`src/rtl/audio_fifo_sched.sv`:
```
// Write-side scheduler for the audio sample FIFO: picks the software or tone source,
// paces the tone source with a sample-rate divider and throttles on fill-level hysteresis.
module audio_fifo_sched #(
    parameter int DATA_W = 32,
    parameter int USED_W = 12,
    parameter int HI_WM  = 3072,
    parameter int LO_WM  = 1024
) (
    input  logic              clk,
    input  logic              reset_n,
    input  logic [DATA_W-1:0] src0_data,
    input  logic              src0_valid,
    output logic              src0_ready,
    input  logic [DATA_W-1:0] src1_data,
    input  logic              src1_valid,
    output logic              src1_ready,
    input  logic              sel,
    input  logic              pause,
    input  logic              stop,
    input  logic [31:0]       div_freq,
    input  logic              fifo_full,
    input  logic [USED_W-1:0] fifo_used,
    output logic              fifo_wrreq,
    output logic [DATA_W-1:0] fifo_data,
    output logic              fifo_flush,
    output logic [1:0]        state_o,
    output logic [31:0]       wr_count,
    output logic [31:0]       starve_count
);

    localparam logic [1:0] ST_STOPPED  = 2'd0;
    localparam logic [1:0] ST_FILL     = 2'd1;
    localparam logic [1:0] ST_THROTTLE = 2'd2;
    localparam logic [1:0] ST_PAUSED   = 2'd3;

    localparam logic [USED_W-1:0] HI_LVL = USED_W'(HI_WM);
    localparam logic [USED_W-1:0] LO_LVL = USED_W'(LO_WM);

    logic [1:0]  state, state_nxt;
    logic        sel_q;
    logic [31:0] div_cnt;
    logic        running, sel_gap, tick, accept, starve, flush_entry;

    assign running     = (state == ST_FILL) || (state == ST_THROTTLE);
    // The cycle in which sel differs from last cycle's sel is a dead cycle for both sources.
    assign sel_gap     = (sel != sel_q);
    assign tick        = running && (div_cnt == 32'd0) && !sel_gap;
    assign accept      = (state == ST_FILL) && !stop && !pause && !fifo_full && !sel_gap &&
                         (sel ? (src1_valid && tick) : src0_valid);
    assign starve      = (state == ST_FILL) && !stop && !pause && sel && tick && !src1_valid;
    assign flush_entry = stop && (state != ST_STOPPED);

    assign src0_ready  = accept && !sel;
    assign src1_ready  = accept && sel;
    assign state_o     = state;

    // NOTE: every variable gets a default at the top of always_comb so no latch is inferred.
    always_comb begin
        state_nxt = state;
        if (stop) begin
            state_nxt = ST_STOPPED;
        end else begin
            case (state)
                ST_STOPPED:  state_nxt = ST_FILL;
                ST_PAUSED:   if (!pause) state_nxt = ST_FILL;
                ST_FILL: begin
                    if (pause)                  state_nxt = ST_PAUSED;
                    else if (fifo_used >= HI_LVL) state_nxt = ST_THROTTLE;
                end
                ST_THROTTLE: begin
                    if (pause)                  state_nxt = ST_PAUSED;
                    else if (fifo_used <= LO_LVL) state_nxt = ST_FILL;
                end
                default:     state_nxt = ST_STOPPED;
            endcase
        end
    end

    // NOTE: sequential state uses non-blocking assignments so all registers update together.
    always_ff @(posedge clk or negedge reset_n) begin
        if (!reset_n) begin
            state      <= ST_STOPPED;
            sel_q      <= 1'b0;
            fifo_flush <= 1'b0;
        end else begin
            state      <= state_nxt;
            sel_q      <= sel;
            fifo_flush <= flush_entry;
        end
    end

    // Divider reloads while idle or on a source switch; missed ticks are simply dropped.
    always_ff @(posedge clk or negedge reset_n) begin
        if (!reset_n) begin
            div_cnt <= 32'd0;
        end else if (!running || sel_gap || (div_cnt == 32'd0)) begin
            div_cnt <= div_freq;
        end else begin
            div_cnt <= div_cnt - 32'd1;
        end
    end

    always_ff @(posedge clk or negedge reset_n) begin
        if (!reset_n) begin
            fifo_wrreq <= 1'b0;
            fifo_data  <= '0;
        end else begin
            fifo_wrreq <= accept;
            if (accept) begin
                fifo_data <= sel ? src1_data : src0_data;
            end
        end
    end

    always_ff @(posedge clk or negedge reset_n) begin
        if (!reset_n) begin
            wr_count     <= 32'd0;
            starve_count <= 32'd0;
        end else if (flush_entry) begin
            wr_count     <= 32'd0;
            starve_count <= 32'd0;
        end else begin
            if (accept && (wr_count != 32'hFFFF_FFFF)) begin
                wr_count <= wr_count + 32'd1;
            end
            if (starve && (starve_count != 32'hFFFF_FFFF)) begin
                starve_count <= starve_count + 32'd1;
            end
        end
    end

endmodule

```
`config.mk`:
```
export PLATFORM = sky130hd
export DESIGN_NAME = audio_fifo_sched
export DESIGN_NICKNAME = d
export VERILOG_FILES = /design/src/rtl/audio_fifo_sched.sv
export SDC_FILE = /design/constraint.sdc
export NUM_CORES = 1
export LEC_CHECK = 0
export ABC_AREA = 1
export CAP_MARGIN = 10
export CORE_AREA = 10 10 141 143
export CTS_CLUSTER_DIAMETER = 60
export DETAILED_ROUTE_END_ITERATION = 8
export DIE_AREA = 0 0 151 153
export PLACE_DENSITY = 0.81
export SETUP_SLACK_MARGIN = 0.02
export SLEW_MARGIN = 40
export SYNTH_ARGS = -nofsm -noshare
export SYNTH_HDL_FRONTEND = slang
export SYNTH_SLANG_ARGS = --single-unit
```
`constraint.sdc`:
```
create_clock -name clk -period 2.8 [get_ports clk]
set_clock_uncertainty 0.2 [all_clocks]
set_input_delay 0.42 -clock clk [delete_from_list [all_inputs] [get_ports clk]]
set_output_delay 0.42 -clock clk [all_outputs]
set_load 0.01 [all_outputs]
```
==> impl_metrics.csv, run 1 <==
group,metric,value,unit
synthesis,synth_nets,1352,
route,via_per_inst,5.17,
route,vias,8748,
clock_tree,clkSinkCount,133,
hold_path,min_path_type,"register to register",
global_routing,grt_pass1_vias,8473,
critical_path,path_max_fanout,5,
clock_tree,tritoncts,"built",
critical_path,crit_top_cell,"nand2_1",
placed_design,place_congestion,0.913,
critical_path,critical_path_class,"register to output pin",
clock_tree,cts-root-buf,"clkbuf_16",
critical_path,cp.arrival,2.02,ns
sta,tightest_slew,0.638,ns
sta,finalCriticalPeriod,2.64,ns
sta,fmax,0.379,GHz
clock_tree,clk_path_buf_depth,2,
synthesis,synth.top_cells.by_area,"dfrtp_1 (40%), nand2_1 (19%), nand3_1 (11%)",
sta,finalSetupViolations,0,
sta,maxSlewHeadroom,57.4,%
critical_path,worstPathCellList,"inv_1 -> ha_1 -> nand2_1 -> nor3_1 -> buf_4 -> nand2_1 -> inv_2 -> dlygate4sd2_1",
layout,utilization,66.8,%
synthesis,yosysWarnings,0,
power,powerDensity,560,nW/um2
layout,instances_no_fill,1691,
route,drcViolationCount,0,
synthesis,ys_seq_area_share,39.8,%
power,finalPower,6390,uW
route,drt_iter0_drc,633,
critical_path,slowest_stage,"dfrtp_2",
route,ant_nets,0,
synthesis,ys_types,35,
layout,syn2layout_area_growth,36.2,%
placed_design,dp_cells,1658,
synthesis,syn_area_per_cell,6.82,um2
floorplanning,coreArea,17100,um2
layout,layout.nets,1578,
floorplanning,die_h,153,um
sta,rsz0062_at_grt,"no",
clock_tree,insertion_delay,0.42,ns
route,routedWlPerCell,15.1,um
synthesis,ys_ff_latch,133,
clock_tree,cts_buffers,17,
global_routing,grt_max_degree,64,
global_routing,grt_pass1_wl,41700,um
status,outcome,"completed",
floorplanning,start_util,49.1,%
global_routing,grt_antenna_before_repair,1,
synthesis,synth_cells,1228,
clock_tree,path_clk_slew,0.06,ns
synthesis,syn_area,8370,um2
floorplanning,dieWidth,151,um
clock_tree,cts.htree.levels,4,
critical_path,worstPathRequired,2.18,ns
sta,finalMaxSlewViolations,0,
power,p_leak,0.00540,uW
run,maxCapViolCount,0,
placed_design,io_buffers,217,
synthesis,yosys.area.top_type,"dfrtp_1",
global_routing,grtUsageTotal,21.9,%
layout,layout_commonest_cell,"nand2_1",
critical_path,path_buf_inv,4,
route,wirelength,25500,um
sta,finalCritPeriodShare,94.3,%
sta,whs,0.284,ns
layout,layout_common_cells,"nand2_1 (425), clkdlybuf4s50_1 (214), nand3_1 (186)",
placed_design,hpwl,19500,um
floorplanning,rows,48,
sta,final_hold_viol_count,0,
critical_path,startpoint_type,"register",
critical_path,end_kind,"output pin",
global_routing,grt-ovfl-total,0,
floorplanning,design.die.area,23100,um2
power,vdd_drop_max,0.447,mV
floorplanning,ios,218,
route,first_pass_iters,6,
synthesis,yosysTopAreaCellShare,39.8,%
critical_path,cp_slowest_stage_delay,0.44,ns
critical_path,crit_family,"buffers and inverters",
layout,layout-drive-gt1-share,6.08,%
==> Yosys cell counts, drive strengths merged <==
| master | instances |
|---|---|
| a21o | 2 |
| a21oi | 4 |
| a31oi | 5 |
| and2 | 1 |
| and3 | 1 |
| buf | 24 |
| clkbuf | 15 |
| clkinv | 1 |
| dfrtp | 133 |
| ha | 8 |
| inv | 119 |
| nand2 | 428 |
| nand3 | 187 |
| nand3b | 5 |
| nand4 | 29 |
| nor2 | 151 |
| nor3 | 25 |
| nor4 | 3 |
| o21ai | 27 |
| or2 | 8 |
| xnor2 | 14 |
| xor2 | 38 |
==> cells by family (layout without fill, tap and decap cells) <==
logic type,count (synthesis),count (layout),share of synthesized area (%)
other,0,1,0
xor gates and xnor gates,52,52,5.44
and+or+nand+nor,838,838,43.2
DFF,133,133,39.8
AOI/OAI and AO/OA,38,38,2.41
adders and majority gates,8,8,1.20
buffers and inverters,159,396,7.98
==> path summary, 6_finish.rpt <==
kind	from	end	slack (ns)	cells past startpoint
min reg2reg	fifo_data[19]	fifo_data[19]	0.28	2
min	fifo_data[19]	fifo_data[19]	0.28	2
max	state_o[1]	src0_ready	0.16	8
max in group asynchronous	reset_n	state_o[1]	1.39	3
max reg2reg	starve_count[1]	starve_count[25]	0.38	10
min in group asynchronous	reset_n	starve_count[1]	0.31	2
==> what timing repair did <==
item	in CTS	in global routing
setup endpoints to repair	2	2
setup buffers	0	1
hold buffers	1	0
pin swaps	0	1
hold endpoints to repair	47	0
resized for setup	4	4
==> per-stage QoR <==
stage          setup TNS, ns  setup WS [ns]  cell area [um2]
6_report                   0          0.161            11400
5_1_grt                    0         0.0241            11400
4_1_cts                    0         0.0464            11400
3_5_place_dp         -0.0392        -0.0392            10800
3_3_place_gp         -0.0197        -0.0197            10800
2_1_floorplan              0          0.649             8370
==> metal layers <==
metal  track usage, %  wire [um]
met5                0         10
met4             7.24        781
met3             5.82       1960
met2             36.7      12400
met1             26.5      10400
==> power breakdown <==
part	switching, uW	internal (uW)	total [uW]
clock	829	1250	2080
combinational	1000	785	1790
sequential	266	2250	2520
total	2100	4290	6390
==> layout make-up <==
class | instances | area (um2)
multi-input cells | 936 | 4380
fillers | 1480 | 5660
inverters | 120 | 450
clock inverters | 9 | 81.3
repair buffers | 246 | 2410
clock buffers | 21 | 460
well taps | 225 | 282
flip-flops and latches | 133 | 3330
diodes | 1 | 2.50
==> state kept, by name (all words and copies together), names as in the netlist <==
register,count
state_o,2
div_cnt,32
fifo_flush,1
sel_q,1
fifo_wrreq,1
wr_count,32
starve_count,32
fifo_data,32
==> worst register-to-register path, delay by kind of cell, from the launching register on <==
kind	cells	cell delay (ns)
buffers and inverters	1	0.34
DFF	1	0.43
adders and majority gates	1	0.27
and+or+nand+nor	8	1.11
Note: power is estimated with default switching activity, not from simulation.
==> run 2, diff against run 1 <==
HOLD_SLACK_MARGIN = 0.15   (was not set)
==> results of run 2 <==
The final DEF is identical to that of run 1; final timing and power are the same.
